[src/rtl/uart_rx_fifo.sv]
// UART receiver (8N1, mid-bit sampling) feeding a byte FIFO behind a small
// register port: RXDATA (pop on read), STATUS (sticky error flags), CTRL.
module uart_rx_fifo #(
    parameter int unsigned BITS       = 16,
    parameter int unsigned CLK_FREQ   = 10000000,
    parameter int unsigned BAUD_RATE  = 115200,
    parameter int unsigned FIFO_DEPTH = 16
) (
    input  logic            CLK,
    input  logic            RST,
    input  logic [3:0]      ADDRESS,
    input  logic [BITS-1:0] DATA_IN,
    output logic [BITS-1:0] DATA_OUT,
    input  logic            WR,
    input  logic            RD,
    input  logic            uart_rx,
    output logic            irq
);

    localparam int unsigned DIV  = CLK_FREQ / BAUD_RATE;
    localparam int unsigned HALF = DIV / 2;
    localparam int unsigned CW   = $clog2(DIV + 1);
    localparam int unsigned AW   = (FIFO_DEPTH > 1) ? $clog2(FIFO_DEPTH) : 1;
    localparam int unsigned NW   = AW + 1;

    typedef enum logic [2:0] {
        ST_IDLE,
        ST_START,
        ST_DATA,
        ST_STOP,
        ST_WAIT_IDLE
    } rx_state_e;

    rx_state_e       state_q, state_d;
    logic [CW-1:0]   cnt_q, cnt_d;
    logic [2:0]      bit_q, bit_d;
    logic [7:0]      shift_q, shift_d;
    logic            rx_s1_q, rx_s2_q;

    logic [7:0]      mem_q [FIFO_DEPTH];
    logic [AW-1:0]   wptr_q, wptr_d, rptr_q, rptr_d;
    logic [NW-1:0]   count_q, count_d;
    logic            ovr_q, ovr_d, ferr_q, ferr_d;
    logic            en_q, en_d, ien_q, ien_d;
    logic            irq_q, irq_d;

    logic            cnt_exp_c, push_c, ferr_set_c;
    logic            pop_c, full_c, do_push_c, ovr_set_c, flush_c;
    logic            ctrl_wr_c, stat_wr_c;
    logic [15:0]     rdata_c;
    logic            unused_c;

    assign unused_c  = ^DATA_IN;
    assign cnt_exp_c = (cnt_q <= CW'(1));

    // Register-port decode
    assign ctrl_wr_c = WR && (ADDRESS == 4'h2);
    assign stat_wr_c = WR && (ADDRESS == 4'h1);
    assign flush_c   = ctrl_wr_c && DATA_IN[2];
    assign en_d      = ctrl_wr_c ? DATA_IN[0] : en_q;
    assign ien_d     = ctrl_wr_c ? DATA_IN[1] : ien_q;

    // Receiver next state; a same-cycle EN clear aborts any frame in progress
    always_comb begin
        state_d    = state_q;
        cnt_d      = cnt_q;
        bit_d      = bit_q;
        shift_d    = shift_q;
        push_c     = 1'b0;
        ferr_set_c = 1'b0;
        unique case (state_q)
            ST_IDLE: begin
                if (!rx_s2_q) begin
                    state_d = ST_START;
                    cnt_d   = CW'(HALF);
                end
            end
            ST_START: begin
                if (cnt_exp_c) begin
                    if (!rx_s2_q) begin
                        state_d = ST_DATA;
                        cnt_d   = CW'(DIV);
                        bit_d   = 3'd0;
                    end else begin
                        state_d = ST_IDLE;
                    end
                end else begin
                    cnt_d = cnt_q - CW'(1);
                end
            end
            ST_DATA: begin
                if (cnt_exp_c) begin
                    shift_d = {rx_s2_q, shift_q[7:1]};
                    cnt_d   = CW'(DIV);
                    if (bit_q == 3'd7) begin
                        state_d = ST_STOP;
                    end else begin
                        bit_d = bit_q + 3'd1;
                    end
                end else begin
                    cnt_d = cnt_q - CW'(1);
                end
            end
            ST_STOP: begin
                if (cnt_exp_c) begin
                    if (rx_s2_q) begin
                        push_c  = 1'b1;
                        state_d = ST_IDLE;
                    end else begin
                        ferr_set_c = 1'b1;
                        state_d    = ST_WAIT_IDLE;
                    end
                end else begin
                    cnt_d = cnt_q - CW'(1);
                end
            end
            ST_WAIT_IDLE: begin
                if (rx_s2_q) begin
                    state_d = ST_IDLE;
                end
            end
            default: state_d = ST_IDLE;
        endcase
        if (!en_d) begin
            state_d    = ST_IDLE;
            push_c     = 1'b0;
            ferr_set_c = 1'b0;
        end
    end

    assign pop_c     = RD && (ADDRESS == 4'h0) && (count_q != '0);
    assign full_c    = (count_q == NW'(FIFO_DEPTH));
    assign do_push_c = push_c && (!full_c || pop_c);
    assign ovr_set_c = push_c && full_c && !pop_c;

    // FIFO pointers and occupancy; flush overrides any push/pop
    always_comb begin
        wptr_d  = wptr_q;
        rptr_d  = rptr_q;
        count_d = count_q;
        if (flush_c) begin
            wptr_d  = '0;
            rptr_d  = '0;
            count_d = '0;
        end else begin
            if (do_push_c) wptr_d = wptr_q + AW'(1);
            if (pop_c)     rptr_d = rptr_q + AW'(1);
            if (do_push_c && !pop_c)      count_d = count_q + NW'(1);
            else if (!do_push_c && pop_c) count_d = count_q - NW'(1);
        end
    end

    // Set beats clear for the sticky flags
    assign ovr_d  = ovr_set_c  ? 1'b1 : ((stat_wr_c && DATA_IN[2]) ? 1'b0 : ovr_q);
    assign ferr_d = ferr_set_c ? 1'b1 : ((stat_wr_c && DATA_IN[3]) ? 1'b0 : ferr_q);
    assign irq_d  = ien_q && ((count_q != '0) || ovr_q || ferr_q);

    always_ff @(posedge CLK or posedge RST) begin
        if (RST) begin
            rx_s1_q <= 1'b1;
            rx_s2_q <= 1'b1;
            state_q <= ST_IDLE;
            cnt_q   <= '0;
            bit_q   <= '0;
            shift_q <= '0;
            wptr_q  <= '0;
            rptr_q  <= '0;
            count_q <= '0;
            ovr_q   <= 1'b0;
            ferr_q  <= 1'b0;
            en_q    <= 1'b0;
            ien_q   <= 1'b0;
            irq_q   <= 1'b0;
        end else begin
            rx_s1_q <= uart_rx;
            rx_s2_q <= rx_s1_q;
            state_q <= state_d;
            cnt_q   <= cnt_d;
            bit_q   <= bit_d;
            shift_q <= shift_d;
            wptr_q  <= wptr_d;
            rptr_q  <= rptr_d;
            count_q <= count_d;
            ovr_q   <= ovr_d;
            ferr_q  <= ferr_d;
            en_q    <= en_d;
            ien_q   <= ien_d;
            irq_q   <= irq_d;
        end
    end

    always_ff @(posedge CLK) begin
        if (do_push_c) begin
            mem_q[wptr_q] <= shift_q;
        end
    end

    // Register read mux
    always_comb begin
        rdata_c = '0;
        unique case (ADDRESS)
            4'h0: if (count_q != '0) rdata_c = {8'h80, mem_q[rptr_q]};
            4'h1: rdata_c = {3'b000, 5'(count_q), 4'b0000,
                             ferr_q, ovr_q, full_c, (count_q != '0)};
            4'h2: rdata_c = {14'd0, ien_q, en_q};
            default: rdata_c = '0;
        endcase
    end

    assign DATA_OUT = BITS'(rdata_c);
    assign irq      = irq_q;

endmodule

[config.mk]
export PLATFORM = sky130hd
export DESIGN_NAME = uart_rx_fifo
export DESIGN_NICKNAME = d
export VERILOG_FILES = /design/src/rtl/uart_rx_fifo.sv
export SDC_FILE = /design/constraint.sdc
export NUM_CORES = 1
export LEC_CHECK = 0
export ABC_AREA = 1
export CORE_UTILIZATION = 50
export DETAILED_ROUTE_END_ITERATION = 7
export GPL_ROUTABILITY_DRIVEN = 0
export GPL_TIMING_DRIVEN = 0
export PLACE_DENSITY = 0.69
export RECOVER_POWER = 100
export SYNTH_ARGS = -nofsm -noshare
export SYNTH_HDL_FRONTEND = slang
export SYNTH_SLANG_ARGS = --single-unit
export TNS_END_PERCENT = 50
[constraint.sdc]
create_clock -name CLK -period 2.15 [get_ports CLK]
set_clock_uncertainty 0.2 [all_clocks]
set_input_delay 0.3225 -clock CLK [delete_from_list [all_inputs] [get_ports CLK]]
set_output_delay 0.3225 -clock CLK [all_outputs]
set_load 0.03 [all_outputs]
==> flow_summary_export.csv, run 1 <==
group,metric,value,unit
outcome,run_status,"complete, but fails checks",
outcome,violations,"setup timing",
route,drtAntennaViolNets,0,
timing,finalMaxSlewViolations,0,
power_and_ir_drop,peakVddDrop,0.555,mV
logic_synthesis,synth_top_area_cell,"edfxtp_1",
clock_tree,clk_pin_slew,60,ps
logic_synthesis,async_flop_share,0.243,
timing,rsz0062_at_grt,"yes",
placed_design,port_buffers,27,
power_and_ir_drop,p_sw_frac,0.292,
power_and_ir_drop,pwr-share-comb,0.227,
clock_tree,hold_buffers,0,
placed_design,dpl_cell_area,0.00810,sq mm
power_and_ir_drop,power.switching,2.59,mW
worst_setup_path,rr_worst_depth,16,
worst_setup_path,start_kind,"flop",
grt,grt_max_degree,42,
route,wl_per_cell,20.6,um
floorplanning,die_x,125,um
grt,grt_pass1_wl,30500,um
worst_setup_path,crit_start,"rptr_q[0]",
floorplanning,core,0.0146,sq mm
route,route.detailed.drc,0,
logic_synthesis,syn-cell-area,0.00752,sq mm
logic_synthesis,synth_ff_type,"edfxtp_1",
timing,final-setup-viol-count,154,
worst_setup_path,cp-end-kind,"output port",
clock_tree,h-tree-depth,4,
finish,area_growth_syn_to_layout,30.9,%
timing,hold_ws,155,ps
timing,post-route-period-util,1.24,
finish,postLayoutCellArea,0.00984,sq mm
timing,relSlewSlack,0.395,
power_and_ir_drop,power.density,901,mW/mm^2
route,via_per_inst,5.89,
timing,setup_ws,-516,ps
floorplanning,initial_core_util,0.515,
finish,n_antenna_cell,0,
timing,period_minus_slack,2670,ps
finish,final_core_util,0.675,
logic_synthesis,synth_edf_count,128,
min_path,min_path_type,"reg2reg",
placed_design,dpl.cell_count,915,
floorplanning,die_h,125,um
power_and_ir_drop,p_seq_frac,0.417,
worst_setup_path,required,1630,ps
finish,stdcell_count,1001,
logic_synthesis,synth-seq-cells,169,
route,drt_iter0_drc,534,
clock_tree,cts_tree,"done",
placed_design,dp_hpwl,12500,um
logic_synthesis,syn_avg_cell_area,10.7,sq um
min_path,whs_path_depth,0,
clock_tree,cts_buffer_depth,2,
worst_setup_path,regToRegStartpoint,"cnt_q[1]",
logic_synthesis,netlist.area_leader.share,0.511,
grt,grt_usage,0.261,
worst_setup_path,arrival,2140,ps
logic_synthesis,netlist_top_cells_area,"edfxtp_1 51%, dfrtp_1 13%, nand2_1 5.9%, o21ai_0 5.4%, nor2_1 5.1%",
logic_synthesis,synthDistinctLibCells,37,
run,drv_cap,0,
route,drt_first_pass_iters,5,
grt,antenna_found_initial,0,
timing,fmax,375,MHz
clock_tree,numCtsBuffers,17,
power_and_ir_drop,p_int,6.27,mW
floorplanning,rows,44,
clock_tree,clockRootBuffer,"clkbuf_16",
logic_synthesis,synthCells,703,
timing,worst_slew_pin_slew,907,ps
min_path,min_from,"rx_s1_q",
clock_tree,cts_sinks,169,
grt,grt_pass1_vias,5673,
grt,grt_overflow,0,
timing,hold_violations,0,
route,routed_wl,20600,um
logic_synthesis,synth-seq-area-share,0.648,
worst_setup_path,critical_path_class,"reg2out",
worst_setup_path,cp_max_fo,6,
power_and_ir_drop,power,8.87,mW
clock_tree,clock_latency,420,ps
finish,fin_nets,844,
logic_synthesis,yosys_warnings,0,
route,num_vias,5892,
finish,drive_above_1_share,0.267,
power_and_ir_drop,leakagePower,3.54,nW
floorplanning,die_area,0.0155,sq mm
floorplanning,ios,42,
power_and_ir_drop,power_frac_clock,0.356,
[power groups by stage]
stage	clock [mW]	combinational [mW]	sequential, mW
final	3.15	2.01	3.70
after global routing	3.27	2.18	3.72
after CTS	3.16	1.81	3.70
after detailed placement	0	1.57	3.76
after global placement	0	1.54	3.75
after floorplan	0	1.12	3.74
[layer usage]
metal	wire (um)	vias up	global-route usage
li1	-	2673	-
met1	7860	2898	0.325
met2	10400	281	0.432
met3	1750	40	0.0614
met4	597	0	0.119
met5	0	-	0
[kinds of logic (layout without fill, tap and decap cells)]
| kind of cell | after synthesis | count (layout) | share of synthesized area |
|---|---|---|---|
| XOR/XNOR | 7 | 7 | 0.00815 |
| AND/OR/NAND/NOR | 299 | 300 | 0.173 |
| buffers and inverters | 76 | 188 | 0.0414 |
| other | 1 | 2 | 0.000499 |
| AO/OA/AOI/OAI | 137 | 137 | 0.105 |
| adder cells (fa/ha/maj) | 14 | 14 | 0.0243 |
| flip-flops | 169 | 169 | 0.648 |
[state kept, by name, summed over array words and instances (netlist names)]
signal,flops
rx_s2_q,1
wptr_q,4
state_q,3
shift_q,8
ovr_q,1
rptr_q,4
ferr_q,1
ien_q,1
rx_s1_q,1
en_q,1
cnt_q,7
bit_q,3
irq,1
mem_q,128
count_q,5
[per-stage QoR]
step	setup TNS, ps	worst slack (ps)
global route	-59020	-637
global placement	-157360	-1200
finish	-36010	-516
floorplan	-396	-155
detailed placement	-156430	-1210
CTS	-11000	-451
[Yosys cell counts (2+ instances only)]
library cell / number
o211ai_1: 10
buf_4: 2
ha_1: 13
clkinv_1: 2
nor2_1: 102
edfxtp_1: 128
nor3_2: 2
xor2_1: 6
nand2_1: 119
a22oi_1: 2
nand4_1: 11
buf_2: 9
dfrtp_1: 39
nor2_4: 2
clkbuf_1: 16
inv_1: 42
inv_2: 4
nand3_1: 43
nor2_2: 5
nand2_2: 4
o22ai_1: 5
a21oi_1: 23
or2_2: 4
o221ai_1: 12
nand3_2: 2
o21ai_0: 81
nor3_1: 4
dfstp_2: 2
[path summary, 6_finish.rpt]
path | end | slack, ps
max | DATA_OUT[7] | -520
min | rx_s2_q | 160
max reg2reg | count_q[4] | -460
min reg2reg | rx_s2_q | 160
max in group asynchronous | count_q[0] | 760
min in group asynchronous | wptr_q[3] | 370
[cells in the final DEF (no fill, tap or decap), types with 17 or more instances in the layout]
| master | synthesis | layout |
|---|---|---|
| a21oi_1 | 23 | 18 |
| buf_4 | 2 | 34 |
| o21ai_0 | 81 | 69 |
| dfrtp_1 | 39 | 36 |
| buf_6 | 1 | 17 |
| nor2_4 | 2 | 21 |
| nand2_1 | 119 | 106 |
| edfxtp_1 | 128 | 128 |
| clkbuf_16 | 0 | 19 |
| inv_1 | 42 | 35 |
| nor2_1 | 102 | 82 |
| nand3_1 | 43 | 35 |
[final cells by class]
class | instances | area, sq um
Sequential cell | 169 | 4880
Timing Repair inverter | 1 | 6.26
Inverter | 48 | 204
Multi-Input combinational cell | 460 | 2770
Clock inverter | 13 | 176
Clock buffer | 18 | 429
Timing Repair Buffer | 80 | 885
Fill cell | 1013 | 4740
Buffer | 28 | 272
Tap cell | 184 | 230
[worst max-delay path: stages, from the launching register on]
cell	delay (ps)
dfrtp_2	500
clkinv_4	170
buf_8	170
buf_12	130
nand2_1	50
nand3_1	80
nand3_1	100
nand2_1	60
a21oi_1	210
nor3_2	80
buf_4	170
[timing repair]
item                                   4_1_cts  5_1_grt
buffers inserted                            24       27
cloned                                       0        4
gates resized for setup                    201       64
pin swaps                                   20       40
setup endpoints to repair                  146      143
endpoints found under the hold margin        0        0
Power figures use the tool's default switching activity.
==> run 2, diff against run 1 <==
--- a/config.mk
+++ b/config.mk
@@ -6,6 +6,7 @@
 export NUM_CORES = 1
 export LEC_CHECK = 0
 export ABC_AREA = 1
+export CAP_MARGIN = 20
 export CORE_UTILIZATION = 50
 export DETAILED_ROUTE_END_ITERATION = 7
 export GPL_ROUTABILITY_DRIVEN = 0
==> results of run 2 <==
Same layout as run 1: the final DEF is identical, and so are final timing and power.
